## src/rtl/boot_copier.sv

```systemverilog
// ============================================================================
// boot_copier -- copies the boot ROM image into RAM, then releases the CPU.
// Revision: 1.0
// ============================================================================
`default_nettype none

module boot_copier #(
  parameter int unsigned WORDS  = 128,
  parameter int unsigned ADDR_W = 7,
  parameter logic [31:0] BASE   = 32'h0000_2000
) (
  input  logic              clk_i,
  input  logic              rst_i,
  output logic [ADDR_W-1:0] rom_addr_o,
  input  logic [31:0]       rom_data_i,
  output logic              ram_req_o,
  input  logic              ram_gnt_i,
  output logic              ram_we_o,
  output logic [3:0]        ram_be_o,
  output logic [31:0]       ram_addr_o,
  output logic [31:0]       ram_wdata_o,
  input  logic              restart_i,
  output logic              cpu_rst_o,
  output logic              done_o,
  output logic [31:0]       checksum_o
);

  localparam logic [ADDR_W-1:0] LAST_IDX = ADDR_W'(WORDS - 1);

  typedef enum logic [1:0] {
    FETCH = 2'd0,
    WRITE = 2'd1,
    DONE  = 2'd2
  } state_t;

  state_t            state_q, state_d;
  logic [ADDR_W-1:0] idx_q, idx_d;
  logic              req_q, req_d;
  logic [31:0]       addr_q, addr_d;
  logic [31:0]       wdata_q, wdata_d;
  logic              cpu_rst_q, cpu_rst_d;
  logic              done_q, done_d;
  logic [31:0]       csum_q, csum_d;
  logic [31:0]       word_addr;

  assign word_addr = BASE + (32'(idx_q) << 2);

  always_ff @(posedge clk_i or posedge rst_i) begin
    if (rst_i) begin
      state_q   <= FETCH;
      idx_q     <= '0;
      req_q     <= 1'b0;
      addr_q    <= '0;
      wdata_q   <= '0;
      cpu_rst_q <= 1'b1;
      done_q    <= 1'b0;
      csum_q    <= '0;
    end else begin
      state_q   <= state_d;
      idx_q     <= idx_d;
      req_q     <= req_d;
      addr_q    <= addr_d;
      wdata_q   <= wdata_d;
      cpu_rst_q <= cpu_rst_d;
      done_q    <= done_d;
      csum_q    <= csum_d;
    end
  end

  always_comb begin
    state_d   = state_q;
    idx_d     = idx_q;
    req_d     = req_q;
    addr_d    = addr_q;
    wdata_d   = wdata_q;
    cpu_rst_d = cpu_rst_q;
    done_d    = done_q;
    csum_d    = csum_q;
    case (state_q)
      FETCH: begin
        wdata_d = rom_data_i;
        addr_d  = word_addr;
        req_d   = 1'b1;
        state_d = WRITE;
      end
      WRITE: begin
        // Request, address and data stay frozen until the grant arrives.
        if (req_q && ram_gnt_i) begin
          req_d  = 1'b0;
          csum_d = csum_q ^ wdata_q;
          if (idx_q == LAST_IDX) begin
            state_d   = DONE;
            cpu_rst_d = 1'b0;
            done_d    = 1'b1;
          end else begin
            idx_d   = idx_q + 1'b1;
            state_d = FETCH;
          end
        end
      end
      DONE: begin
        if (restart_i) begin
          state_d   = FETCH;
          idx_d     = '0;
          csum_d    = '0;
          cpu_rst_d = 1'b1;
          done_d    = 1'b0;
        end
      end
      default: state_d = FETCH;
    endcase
  end

  assign rom_addr_o  = idx_q;
  assign ram_req_o   = req_q;
  assign ram_we_o    = req_q;
  assign ram_be_o    = 4'hF;
  assign ram_addr_o  = addr_q;
  assign ram_wdata_o = wdata_q;
  assign cpu_rst_o   = cpu_rst_q;
  assign done_o      = done_q;
  assign checksum_o  = csum_q;

endmodule

`default_nettype wire

```

## config.mk

```make
export PLATFORM = sky130hd
export DESIGN_NAME = boot_copier
export DESIGN_NICKNAME = d
export VERILOG_FILES = /design/src/rtl/boot_copier.sv
export SDC_FILE = /design/constraint.sdc
export NUM_CORES = 1
export LEC_CHECK = 0
export ABC_AREA = 1
export CORE_ASPECT_RATIO = 1.4
export CORE_MARGIN = 2
export CORE_UTILIZATION = 47
export CTS_BUF_LIST = sky130_fd_sc_hd__clkbuf_8
export CTS_CLUSTER_SIZE = 14
export DETAILED_ROUTE_END_ITERATION = 6
export PLACE_DENSITY = 0.86
export SLEW_MARGIN = 20
export SYNTH_ARGS = -nofsm -noshare
export SYNTH_HDL_FRONTEND = slang
export SYNTH_SLANG_ARGS = --single-unit
```

## constraint.sdc

```tcl
create_clock -name clk_i -period 6.3 [get_ports clk_i]
set_clock_uncertainty 0.1 [all_clocks]
set_input_delay 1.26 -clock clk_i [delete_from_list [all_inputs] [get_ports clk_i]]
set_output_delay 1.26 -clock clk_i [all_outputs]
set_load 0.01 [all_outputs]
```

==> impl_metrics.tcl, run 1 <==
set metrics [dict create \
    endpoint_kind "output port" \
    netlist-cell-type-count 23 \
    grt_first_pass_wirelength_microns 13600 \
    setup_viol_count_final 0 \
    initial_utilization 0.484 \
    wirelength_microns 8500 \
    period_minus_slack_ns 2.78 \
    yosys.area.top_type "dfrtp_1" \
    cts_repair_resize_count 0 \
    initialDrtViolationCount 221 \
    yosys-top-cells-count "164 x nand2_1, 83 x dfrtp_1, 45 x inv_1, 33 x a21oi_1, 32 x buf_4" \
    routed-via-count 3152 \
    detail_route.vias_per_cell 4.76 \
    static-leakage-power_nw 2.48 \
    detailedPlacementHpwl_microns 5960 \
    synth_edf_count 0 \
    arrival_time_of_data_at_the_critical_path_endpoint_ns 1.42 \
    synth_area_leaders "dfrtp_1 56%, nand2_1 17%, buf_4 6.4%" \
    synth_cells 443 \
    detail-route-antenna-nets 0 \
    drc 0 \
    synth.yosys.seq_area_share 0.564 \
    cts.reportedPaths.clkPinSlew_ns 0.08 \
    post-synth-top-count-cell "nand2_1" \
    worst_ir_drop_vdd_v 0.000298 \
    std_cell_rows 38 \
    largest_family_of_logic_cells_by_synthesized_area "simple AND/OR/NAND/NOR gates" \
    cts_inserted_buffers 9 \
    number_of_antenna_violations_at_the_first_check_in_global_routing 0 \
    grt-ovfl-total 0 \
    critPathTopFamily "flip-flops" \
    cp_cell_sequence "clkdlybuf4s50_1" \
    clock_latency_ns 0.35 \
    synthToLayoutAreaGrowth_pct 35.4 \
    setup_tns_ns 0 \
    cp_slowest_stage_delay_ns 0.54 \
    nNetsFinal 594 \
    cts_root_buffer "clkbuf_8" \
    synth.mux.area_fraction 0 \
    xor_xnor_share_of_the_synthesized_area 0 \
    reg2reg_from "state_q[0]" \
    io_buffers 118 \
    rsz0062_at_grt "false" \
    worst_path_max_delay_cell "dfstp_2" \
    layout_cell_share_with_drive_strength_beyond_1 0.0480 \
    powerDensity_nw_per_um2 473 \
    finalCritPeriodShare 0.442 \
    synth_async_sr_flop_share 1.00 \
    critPathLaunchType "flip-flop" \
    max_cap_viol_count 0 \
    worst_hold_path_type "flip-flop to flip-flop" \
    synth_compound_area_frac 0.111 \
    timing.fmax_ghz 0.359 \
    max-slew-margin-rel 0.497 \
    post_cts_buffers 0 \
    clock_tree.htree_level_count 3 \
    netlist.area_leader.share 0.557 \
    kind_of_critical_path "flip-flop to output port" \
    cts_hold_buf 0 \
    floorplan.die.width_microns 79.3 \
    synth_seq_cells 84 \
    syn-mean-instance-area_sq_um 8.42 \
    worst-endpoint-required_ns 4.94 \
    die_h_microns 109 \
    grt_start_max_net_pins 85 \
    timing.critical_path.from "cpu_rst_o" \
    design.die.area_sq_um 8670 \
    mappedNetlistArea_sq_um 3730 \
    critPathMaxFanout 2 \
    globalRouteTotalUtil 0.202 \
    first_pass_iters 5 \
    finalNonFillerCells 662 \
    yosys.area_share.adder 0.00336 \
    place_congestion 0.812 \
    totalPowerFinal_mw 2.39 \
    critical_path.n_buffers_inverters 1 \
    cts.sink_count 84 \
    timing_max_transition_violations_final 0 \
    top_level_ports 147 \
    final_hold_viol_count 0 \
    number_of_antenna_repair_diodes 0 \
    fp.coreArea_sq_um 7700 \
    vias_in_the_first_global_route 2893 \
    wl_per_cell_microns 12.8 \
    dp_cells 646 \
    synth.yosys.warnings 0 \
    tightestPinTransition_ns 0.753 \
    worst_hold_startpoint "ram_addr_o[13]" \
    cts-root-to-sink-buffers 2 \
    ys.flop_type "dfrtp_1" \
    outcome "finished clean" \
    cts_tree "yes" \
    area_share_of_and_or_nand_nor_cells_after_synthesis 0.194 \
]
[state kept, by name (all words and copies together), names as in the netlist]
name         flops
cpu_rst_o        1
checksum_o      32
rom_addr_o       7
ram_req_o        1
done_o           1
ram_wdata_o     32
ram_addr_o       8
state_q          2
[per-stage QoR]
stage               worst slack [ns]   util  hold WS, ns  area [sq um]
floorplan                       2.78      -        0.368          3830
finish                          3.52  0.656        0.374          5050
global route                    3.36  0.656        0.409          5050
detailed placement              3.17  0.631        0.360          4860
global placement                2.89  0.630        0.351          4860
CTS                             3.50  0.655        0.378          5050
[per-layer routing]
metal	global-route usage	up-vias	part of all wire
met4	0.0998	0	0.026
met2	0.349	111	0.53
li1	-	1551	-
met3	0.0394	16	0.053
met1	0.240	1474	0.39
met5	0	-	0
[final timing paths]
check,endpoint,slack (ns),cells past startpoint
setup / recovery,cpu_rst_o,3.52,1
hold / removal,ram_addr_o[13],0.37,1
setup reg to reg,rom_addr_o[0],4.40,6
hold reg to reg,ram_addr_o[13],0.37,1
max in group asynchronous,checksum_o[13],4.24,3
min in group asynchronous,ram_wdata_o[10],1.31,3
[worst reg2reg max path, stage by stage (launching register included)]
cell and delay [ns]:
dfrtp_1 0.43, nor2_2 0.18, nand2_2 0.37, nand2_2 0.24, nand2_1 0.25, nand2_1 0.13, o21ai_1 0.08
[cells by family (layout without fill, tap and decap cells)]
kind of cell,Yosys count,in the layout
buf+inv,90,183
fa+ha+maj,1,1
compound gates,82,82
simple gates,184,184
flops,84,84
other cells,2,28
[where the power goes]
| part | internal [mW] | switching (mW) | leakage, nW |
|---|---|---|---|
| Sequential | 0.778 | 0.177 | 0.998 |
| Combinational | 0.554 | 0.517 | 1.39 |
| Clock | 0.178 | 0.182 | 0.0990 |
[layout make-up]
class / instances / area (sq um)
tap: 100 / 125
sequential: 84 / 2100
timing repair buffer: 120 / 1200
multi-input combinational: 295 / 1260
clock inverter: 7 / 61.3
fill: 654 / 2650
inverter: 47 / 178
clock buffer: 9 / 124
[placed cells by master, fill, tap and decap left out, types with 2 or more instances in the layout]
master and count:
a21oi_1 33, clkbuf_8 9, inv_1 47, clkinv_2 2, o21ai_0 30, nor2_2 3, clkdlybuf4s50_1 118, nand2_2 2
o21ai_1 17, nor2_1 3, nand2_1 164, inv_2 2, clkinvlp_4 2, or2_2 2, conb_1 28, nand3_1 8
dfrtp_1 83
Power figures use the tool's default switching activity.
==> inputs of run 2 (changes only) <==
--- a/config.mk
+++ b/config.mk
@@ -8,11 +8,11 @@
 export ABC_AREA = 1
 export CORE_ASPECT_RATIO = 1.4
 export CORE_MARGIN = 2
-export CORE_UTILIZATION = 47
+export CORE_UTILIZATION = 41
 export CTS_BUF_LIST = sky130_fd_sc_hd__clkbuf_8
 export CTS_CLUSTER_SIZE = 14
 export DETAILED_ROUTE_END_ITERATION = 6
-export PLACE_DENSITY = 0.86
+export PLACE_DENSITY = 0.79
 export SLEW_MARGIN = 20
 export SYNTH_ARGS = -nofsm -noshare
 export SYNTH_HDL_FRONTEND = slang
==> constraint.sdc (replaced) <==
create_clock -name clk_i -period 2.3 [get_ports clk_i]
set_clock_uncertainty 0.1 [all_clocks]
set_input_delay 0.46 -clock clk_i [delete_from_list [all_inputs] [get_ports clk_i]]
set_output_delay 0.46 -clock clk_i [all_outputs]
set_load 0.01 [all_outputs]
==> impl_metrics.tcl, run 2 (synthesized netlist as in run 1, its figures left out) <==
set metrics [dict create \
    wirelength_microns 8710 \
    outcome "finished clean" \
    initial_utilization 0.418 \
    nNetsFinal 597 \
    critPathTopFamily "flip-flops" \
    first_pass_iters 4 \
    setup_tns_ns 0 \
    clock_latency_ns 0.35 \
    detail_route.vias_per_cell 4.65 \
    cp_slowest_stage_delay_ns 0.54 \
    finalCritPeriodShare 0.864 \
    std_cell_rows 41 \
    pwr-share-comb 0.442 \
    wl_per_cell_microns 13.0 \
    max-slew-margin-rel 0.476 \
    reported_net_switching_power_mw 2.40 \
    detail-route-antenna-nets 0 \
    cts_root_buffer "clkbuf_8" \
    timing_max_transition_violations_final 0 \
    io_buffers 118 \
    detailedPlacementHpwl_microns 6050 \
    globalRouteTotalUtil 0.180 \
    number_of_antenna_repair_diodes 0 \
    place_congestion 0.757 \
    timing.fmax_ghz 0.503 \
    grt_first_pass_wirelength_microns 13900 \
    routed-via-count 3120 \
    grt_start_max_net_pins 85 \
    design.die.area_sq_um 9880 \
    clock_power_share 0.170 \
    drc 0 \
    synthToLayoutAreaGrowth_pct 37.7 \
    fillCellCount 795 \
    static-leakage-power_nw 2.52 \
    grt-ovfl-total 0 \
    fin_ws_ns 0.312 \
    internal_power_mw 4.30 \
    endpoint_kind "output port" \
    critPathMaxFanout 2 \
    max_cap_viol_count 0 \
    cts_inserted_buffers 9 \
    final_hold_viol_count 0 \
    final_cell_mix "164 x nand2_1, 118 x clkdlybuf4s50_1, 83 x dfrtp_1, 45 x inv_1, 33 x a21oi_1" \
    die_h_microns 117 \
    setup_viol_count_final 0 \
    floorplan.die.width_microns 84.6 \
    post_cts_buffers 0 \
    dp_worst_setup_slack_ns 0.383 \
    cts_repair_resize_count 0 \
    initialDrtViolationCount 132 \
    power.share.switching 0.358 \
    cts_tree "yes" \
    top_level_ports 147 \
    layout_commonest_cell "nand2_1" \
    seq_power_share 0.387 \
    clock_tree.htree_level_count 3 \
    cts_hold_buf 0 \
    powerDensity_nw_per_um2 1310 \
    cts-root-to-sink-buffers 2 \
    vias_in_the_first_global_route 2962 \
    cts.reportedPaths.clkPinSlew_ns 0.08 \
    layout_cell_share_with_drive_strength_beyond_1 0.0550 \
    worst-endpoint-required_ns 1.74 \
    rsz0062_at_grt "false" \
    number_of_antenna_violations_at_the_first_check_in_global_routing 0 \
    fp.coreArea_sq_um 8930 \
    worst_ir_drop_vdd_v 0.000674 \
    cp_cell_sequence "clkdlybuf4s50_1" \
    kind_of_critical_path "flip-flop to output port" \
    tightestPinTransition_ns 0.784 \
    arrival_time_of_data_at_the_critical_path_endpoint_ns 1.43 \
    totalPowerFinal_mw 6.70 \
    critical_path.n_buffers_inverters 1 \
    cts.sink_count 84 \
    final_core_util 0.575 \
    worst_path_max_delay_cell "dfstp_2" \
    worst_hold_path_type "flip-flop to flip-flop" \
    period_minus_slack_ns 1.99 \
    critPathLaunchType "flip-flop" \
]
==> run 2: metal layers <==
layer	vias to the layer above	global-route usage	wire length, microns
li1	1553	-	-
met1	1449	0.223	3690
met2	100	0.302	4380
met3	18	0.0414	426
met4	0	0.0794	212
met5	-	0	0
==> run 2: final cells by class <==
class                   instances  area [sq um]  share of cell area
well taps                     107           134              0.0261
clock inverters                 5          77.6              0.0151
multi-input cells             295          1260               0.245
flip-flops and latches         84          2100               0.410
clock buffers                  10           138              0.0268
inverters                      47           180              0.0351
repair buffers                123          1240               0.242
==> run 2: per-stage QoR <==
stage / cell area [sq um] / std cells / hold slack [ns]
floorplan: 3830 / 469 / 0.368
global placement: 4920 / 656 / 0.354
detailed placement: 4920 / 656 / 0.358
CTS: 5130 / 671 / 0.379
global route: 5130 / 671 / 0.411
finish: 5130 / 671 / 0.373
==> run 2: path summary, 6_finish.rpt <==
check	start	to	slack, ns	cells after the start
setup / recovery	cpu_rst_o	cpu_rst_o	0.31	1
hold / removal	ram_addr_o[4]	ram_addr_o[4]	0.37	2
min in group asynchronous	rst_i	checksum_o[21]	0.46	3
setup reg to reg	rom_addr_o[1]	rom_addr_o[5]	0.59	7
hold reg to reg	ram_addr_o[4]	ram_addr_o[4]	0.37	2
max in group asynchronous	rst_i	cpu_rst_o	1.25	3
==> run 2: power groups by stage <==
stage,Combinational [mW],Sequential (mW),Clock [mW]
5_1_grt,3.26,2.69,1.25
3_3_place_gp,2.91,2.61,0
6_report,2.97,2.60,1.14
3_5_place_dp,2.99,2.63,0
2_1_floorplan,1.09,2.87,0
4_1_cts,3.01,2.61,1.17
